File: src/rtl/comparators_pkg.sv
// Shared constants and FSM state type for the comparator group's streaming blocks.
package comparators_pkg;

    localparam int DEFAULT_WIDTH = 12;
    localparam int DEFAULT_IDX_W = 8;

    typedef enum logic {
        START,
        ACCUM
    } state_t;

endpackage

File: src/rtl/argmin_cell.sv
// Combinational compare-and-select: keeps the held minimum unless the new sample is strictly smaller.
module argmin_cell
    import comparators_pkg::*;
#(
    parameter int WIDTH = DEFAULT_WIDTH,
    parameter int IDX_W = DEFAULT_IDX_W
) (
    input  logic [WIDTH-1:0] cur_min,
    input  logic [IDX_W-1:0] cur_idx,
    input  logic [WIDTH-1:0] in_data,
    input  logic [IDX_W-1:0] pos,
    output logic [WIDTH-1:0] next_min,
    output logic [IDX_W-1:0] next_idx
);

    logic take;

    // Strict less-than so that ties keep the earlier index.
    assign take     = in_data < cur_min;
    assign next_min = take ? in_data : cur_min;
    assign next_idx = take ? pos : cur_idx;

endmodule

File: src/rtl/stream_argmin.sv
// Streaming per-frame minimum/argmin tracker with a single-entry valid/ready result register.
module stream_argmin
    import comparators_pkg::*;
#(
    parameter int WIDTH = DEFAULT_WIDTH,
    parameter int IDX_W = DEFAULT_IDX_W
) (
    input  logic             clk,
    input  logic             arst,
    input  logic             in_valid,
    output logic             in_ready,
    input  logic [WIDTH-1:0] in_data,
    input  logic             in_last,
    output logic             out_valid,
    input  logic             out_ready,
    output logic [WIDTH-1:0] out_min,
    output logic [IDX_W-1:0] out_idx,
    output logic             out_ovf
);

    localparam logic [IDX_W-1:0] POS_MAX = {IDX_W{1'b1}};

    state_t           state_q, state_d;
    logic [WIDTH-1:0] cur_min_q, cur_min_d;
    logic [IDX_W-1:0] cur_idx_q, cur_idx_d;
    logic [IDX_W-1:0] pos_q, pos_d;
    logic             full_q, full_d;
    logic             ovf_q, ovf_d;
    logic             out_valid_q, out_valid_d;
    logic [WIDTH-1:0] out_min_q, out_min_d;
    logic [IDX_W-1:0] out_idx_q, out_idx_d;
    logic             out_ovf_q, out_ovf_d;

    logic             accept;
    logic [WIDTH-1:0] cell_min;
    logic [IDX_W-1:0] cell_idx;

    assign in_ready = !(out_valid_q && !out_ready);
    assign accept   = in_valid && in_ready;

    argmin_cell #(
        .WIDTH (WIDTH),
        .IDX_W (IDX_W)
    ) u_cell (
        .cur_min  (cur_min_q),
        .cur_idx  (cur_idx_q),
        .in_data  (in_data),
        .pos      (pos_q),
        .next_min (cell_min),
        .next_idx (cell_idx)
    );

    // full_q marks that index POS_MAX has been used, so only a sample beyond it flags overflow.
    always_comb begin
        state_d     = state_q;
        cur_min_d   = cur_min_q;
        cur_idx_d   = cur_idx_q;
        pos_d       = pos_q;
        full_d      = full_q;
        ovf_d       = ovf_q;
        out_valid_d = out_valid_q;
        out_min_d   = out_min_q;
        out_idx_d   = out_idx_q;
        out_ovf_d   = out_ovf_q;

        if (accept) begin
            if (state_q == START) begin
                cur_min_d = in_data;
                cur_idx_d = '0;
                pos_d     = IDX_W'(1);
                full_d    = 1'b0;
                ovf_d     = 1'b0;
                state_d   = ACCUM;
            end else begin
                cur_min_d = cell_min;
                cur_idx_d = cell_idx;
                if (pos_q == POS_MAX) begin
                    full_d = 1'b1;
                    ovf_d  = ovf_q | full_q;
                end else begin
                    pos_d = pos_q + IDX_W'(1);
                end
            end
        end

        // The published result already includes the sample accepted this cycle.
        if (accept && in_last) begin
            out_valid_d = 1'b1;
            out_min_d   = cur_min_d;
            out_idx_d   = cur_idx_d;
            out_ovf_d   = ovf_d;
            state_d     = START;
        end else if (out_ready) begin
            out_valid_d = 1'b0;
        end
    end

    always_ff @(posedge clk or posedge arst) begin
        if (arst) begin
            state_q     <= START;
            cur_min_q   <= '0;
            cur_idx_q   <= '0;
            pos_q       <= '0;
            full_q      <= 1'b0;
            ovf_q       <= 1'b0;
            out_valid_q <= 1'b0;
            out_min_q   <= '0;
            out_idx_q   <= '0;
            out_ovf_q   <= 1'b0;
        end else begin
            state_q     <= state_d;
            cur_min_q   <= cur_min_d;
            cur_idx_q   <= cur_idx_d;
            pos_q       <= pos_d;
            full_q      <= full_d;
            ovf_q       <= ovf_d;
            out_valid_q <= out_valid_d;
            out_min_q   <= out_min_d;
            out_idx_q   <= out_idx_d;
            out_ovf_q   <= out_ovf_d;
        end
    end

    assign out_valid = out_valid_q;
    assign out_min   = out_min_q;
    assign out_idx   = out_idx_q;
    assign out_ovf   = out_ovf_q;

endmodule
File: config.mk
export PLATFORM = sky130hd
export DESIGN_NAME = stream_argmin
export DESIGN_NICKNAME = d
export VERILOG_FILES = /design/src/rtl/comparators_pkg.sv /design/src/rtl/argmin_cell.sv /design/src/rtl/stream_argmin.sv
export SDC_FILE = /design/constraint.sdc
export NUM_CORES = 1
export LEC_CHECK = 0
export CAP_MARGIN = 15
export CELL_PAD_IN_SITES_DETAIL_PLACEMENT = 1
export CELL_PAD_IN_SITES_GLOBAL_PLACEMENT = 2
export CORE_MARGIN = 4
export CORE_UTILIZATION = 40
export CTS_CLUSTER_SIZE = 24
export DETAILED_ROUTE_END_ITERATION = 10
export DONT_BUFFER_PORTS = 1
export GPL_ROUTABILITY_DRIVEN = 0
export PLACE_DENSITY_LB_ADDON = 0.1
export SETUP_SLACK_MARGIN = 0.15
export SYNTH_ARGS = -nofsm -noshare
export SYNTH_HDL_FRONTEND = slang
export SYNTH_SLANG_ARGS = --single-unit
File: constraint.sdc
create_clock -name clk -period 2.95 [get_ports clk]
set_input_delay 0.59 -clock clk [delete_from_list [all_inputs] [get_ports clk]]
set_output_delay 0.59 -clock clk [all_outputs]
set_load 0.01 [all_outputs]
# Word level (Yosys, flattened, before mapping)

Cells that the tools add are included.

Output and inout port bits: 23
Register bits: 53
Word-level logic and storage cells: 42

Reduce and logical (&&, ||, !) cells: 9
Eq/ne operators: 3
Bitwise operators: 1
Mux-type cells: 17
$lt $le $gt $ge: 1
Add/subtract/negate cells: 1

Operator list:

| cell                  | number |
|---|---|
| $mux W8               | 5 |
| $mux W12              | 3 |
| $lt A12 B12 Y1        | 1 |
| $mux W1               | 9 |
| $add A8 B1 Y8 const B | 1 |
| $eq A8 B8 Y1 const B  | 1 |
| $reduce_and A2 Y1     | 2 |
| $reduce_bool A2 Y1    | 2 |
| $logic_and A1 B1 Y1   | 3 |
| $logic_not A1 Y1      | 2 |
| $ne A2 B1 Y1 const B  | 1 |
| $ne A2 B2 Y1 const B  | 1 |
| $or A1 B1 Y1          | 1 |

# Logic depth before layout (Yosys ltp)

Depth after elaboration: 6
Mapped depth: 9
Gate-level depth less buffers: 8

# By module

Synthesis repeated with hierarchy kept, for this count alone.

Cells, all modules: 287
Area, all modules: 2942.8 um^2

By module, submodules not included:

| module        | cells an instance | instances | area an instance (um^2) |
|---|---|---|---|
| stream_argmin | 226               | 1         | 2347.3 |
| argmin_cell   | 61                | 1         | 595.6 |

# Least setup slack after synthesis

OpenSTA, ideal clock, no wires.

Kind: input port to flip-flop
From: input port in_data[10]
To: register cur_min_q[10]
Required time: 2.825 ns
Arrival: 2.306 ns
Stages on the path: 8
Setup slack: 0.519 ns
Path buffers: 1
Cell sequence: ha_1 a21oi_1 nand2_1 a221oi_1 o22a_4 and2_4 buf_8 mux2_4

Cells in the longest elaborated chain, start to end: 4

RTL lines:

| item                 | RTL line             | source |
|---|---|---|
| start, declared      | stream_argmin.sv:12  | `input logic [WIDTH-1:0] in_data,` |
| $lt A12 B12 Y1       | argmin_cell.sv:19    | `assign take = in_data < cur_min;` |
| $mux W12             | argmin_cell.sv:20    | `assign next_min = take ? in_data : cur_min;` |
| $mux W12 (*)         | stream_argmin.sv:67  | `if (state_q == START) begin` |
| $mux W12 (*)         | stream_argmin.sv:66  | `if (accept) begin` |
| via cur_min_d[10]    | stream_argmin.sv:24  | `logic [WIDTH-1:0] cur_min_q, cur_min_d;` |
| end signal, assigned | stream_argmin.sv:112 | `cur_min_q <= cur_min_d;` |
| end, declared        | stream_argmin.sv:24  |  |

Mark *: on every way through the listed nets, which the timed path passes. The rest lies on a longest branch.
A chain may end at the register's enable or synchronous reset.

# Final worst setup path

From: register cur_min_q[10]
To: register cur_min_q[11]

Cells in the longest elaborated chain, start to end: 4

RTL lines:

| item              | RTL line |
|---|---|
| $lt A12 B12 Y1    | argmin_cell.sv:19 |
| $mux W12          | argmin_cell.sv:20 |
| $mux W12          | stream_argmin.sv:67 |
| $mux W12          | stream_argmin.sv:66 |
| via cur_min_d[11] | stream_argmin.sv:24 |

The timed path passes the listed nets, and every way through them passes these cells.

==> results.py <==
metrics = {
    "logic_synthesis": {
        "ys_ff_latch": 53,
        "ys_top_cells_by_area": "dfrtp_1 (49%), mux2i_1 (7.5%), ha_1 (5.6%)",
        "seq_area_frac_synth_pct": 49.42,
        "yosysTopAreaCellShare_pct": 49.42,
        "syn_area_per_cell_sq_um": 10.57,
        "synthCells": 254,
        "syn_area_sq_um": 2684,
        "synthArstFlopShare_pct": 100.0,
        "post-synth-top-area-cell": "dfrtp_1",
        "synth.most_common_cell": "dfrtp_1",
        "synthFlopType": "dfrtp_1",
        "yosys_warnings": 0,
        "synth_common_cells": "dfrtp_1 (53), nand2_1 (37), nand3_1 (22), o21ai_0 (22), mux2i_1 (20)",
        "synth_edf_count": 0,
        "syn_nets": 283,
        "yosysUniqueCellTypes": 38,
    },
    "drt": {
        "wl_um": 5899,
        "drcViolationCount": 0,
        "dr.first_iter.drc_count": 59,
        "vias_per_cell": 5.558,
        "wl_per_cell_um": 17.61,
        "antenna_left": 0,
        "first_pass_iters": 4,
        "dr_total_vias": 1862,
    },
    "global_route": {
        "grtUsageMet1_pct": 21.94,
        "grt_first_pass_wirelength_um": 10430,
        "grt_overflow": 0,
        "grt_max_degree": 35,
        "met3_usage_pct": 4.174,
        "met2_usage_pct": 24.81,
        "grt_pass1_vias": 2016,
        "grt_usage_pct": 15.88,
        "antenna_found_initial": 0,
        "grt_busiest_layer": "met2",
    },
    "setup_path": {
        "cp-start-kind": "register",
        "r2r_setup_slack_ps": 410,
        "cp.required_ps": 3140,
        "arrival_ps": 2720,
        "critPathKind": "reg -> reg",
        "worstPathMaxFanout": 12,
        "end_kind": "register",
    },
    "run": {
        "drv_cap": 0,
    },
    "cts": {
        "cts_buffer_depth": 2,
        "cts_tree": "built",
        "cts_htree_levels": 2,
        "worst_skew_pair.late_latency_ps": 300,
        "clockRootBuffer": "clkbuf_8",
        "postCtsSetupBuffers": 0,
        "post_cts_resized": 0,
        "numClockSinks": 53,
        "cts_hold_buf": 0,
        "clk_pin_slew_ps": 100,
        "cts_buffers": 5,
    },
    "outcome": {
        "status": "finished, final reports clean",
    },
    "floorplan": {
        "core_sq_um": 6422,
        "ios": 40,
        "dieArea_sq_um": 8084,
        "dieHeight_um": 89.91,
        "fp.dieW_um": 89.91,
        "fp-row-count": 29,
        "start_util_pct": 41.79,
    },
    "place": {
        "hpwl_um": 4284,
        "dpl_worst_slack_ps": 264.4,
        "port-buffer-count": 0,
    },
    "power_and_ir_drop": {
        "power.total_w": 0.002339,
        "ir_drop_uv": 480.7,
        "p_per_area_nw_per_um2": 812.4,
        "p_leak_nw": 1.436,
    },
    "timing": {
        "finalSetupViolations": 0,
        "rsz0062_at_grt": "no",
        "hold-worst-slack_ps": 138.5,
        "clock.fmax_mhz": 394.1,
        "max_slew_margin_pct": 49.94,
        "hold_viol_final": 0,
        "fin_skew_ps": 13.24,
        "tightest_slew_ps": 750.9,
        "slew_violations": 0,
        "period_share_pct": 86.01,
        "tns_ps": 0,
        "layout_setup_ws_ps": 412.7,
        "timing.final.crit_period_ps": 2537,
    },
    "layout": {
        "fillers": 719,
        "synthToLayoutAreaGrowth_pct": 7.273,
        "antenna_cells": 0,
        "layout-drive-gt1-share_pct": 13.18,
        "nets": 286,
    },
    "min_path": {
        "hold_class": "in -> async",
    },
}
[critical path: stages, from the launching register on]
cell and delay, ps:
dfrtp_1 380, inv_1 50, ha_1 310, a21oi_1 160, nand2_1 70, a221oi_1 480
o22a_4 300, and2_4 320, mux2_2 360
[per-layer routing]
metal	share of wire (%)	vias to the layer above
li1	-	890
met1	50	934
met2	44	33
met5	0	-
met4	0.97	0
met3	4.8	5
[cell families after synthesis]
group	share of synthesized area [%]
AO/OA/AOI/OAI	8.579
XOR/XNOR	1.958
adder cells (fa/ha/maj)	5.594
buffers and inverters	4.522
flip-flops	49.42
multiplexers	14.73
AND/OR/NAND/NOR	15.20
[power by group]
group	internal (W)	switching [W]	leakage [nW]	total, W
clock	0.000255	0.000242	0.0554	0.000497
combinational	0.000355	0.000365	0.702	0.000720
sequential	0.000914	0.000208	0.678	0.00112
total	0.00152	0.000815	1.44	0.00234
[final timing paths]
check	from	to	cells after the start
setup / recovery	cur_min_q[10]	cur_min_q[11]	8
hold / removal	arst	out_ovf	1
setup reg to reg	cur_min_q[10]	cur_min_q[11]	8
hold reg to reg	full_q	full_q	2
max in group asynchronous	arst	pos_q[3]	2
min in group clk	in_data[4]	cur_min_q[4]	1
[registers in the layout (all words and copies together) (netlist names)]
| signal | cells |
|---|---|
| pos_q | 8 |
| ovf_q | 1 |
| out_valid | 1 |
| full_q | 1 |
| out_idx | 8 |
| cur_idx_q | 8 |
| cur_min_q | 12 |
| out_min | 12 |
| state_q | 1 |
| out_ovf | 1 |
[placed cells by master, fill, tap and decap left out, drive strengths merged, types with 9 or more instances in the layout]
master / Yosys / final
nand4: 9 / 9
dfrtp: 53 / 53
mux2i: 20 / 20
o21ai: 22 / 22
ha: 12 / 12
nand3: 22 / 22
inv: 13 / 13
nand2: 37 / 37
mux2: 14 / 14
[layout make-up]
cell class / count / area [sq um] / area share (%)
clock buffer: 6 / 72.57 / 2.521
multi-input combinational: 176 / 1236 / 42.94
tap: 77 / 96.34 / 3.346
clock inverter: 2 / 38.79 / 1.347
sequential: 53 / 1326 / 46.07
timing repair buffer: 8 / 60.06 / 2.086
inverter: 13 / 48.80 / 1.695
[through the flow]
step           util (%)  cells  instance area (sq um)
2_1_floorplan         -    254                   2684
3_3_place_gp      43.09    327                   2768
3_5_place_dp      43.09    327                   2768
4_1_cts           44.83    335                   2879
5_1_grt           44.83    335                   2879
6_report          44.83    335                   2879
No activity file was read; power rests on OpenSTA's default activity.
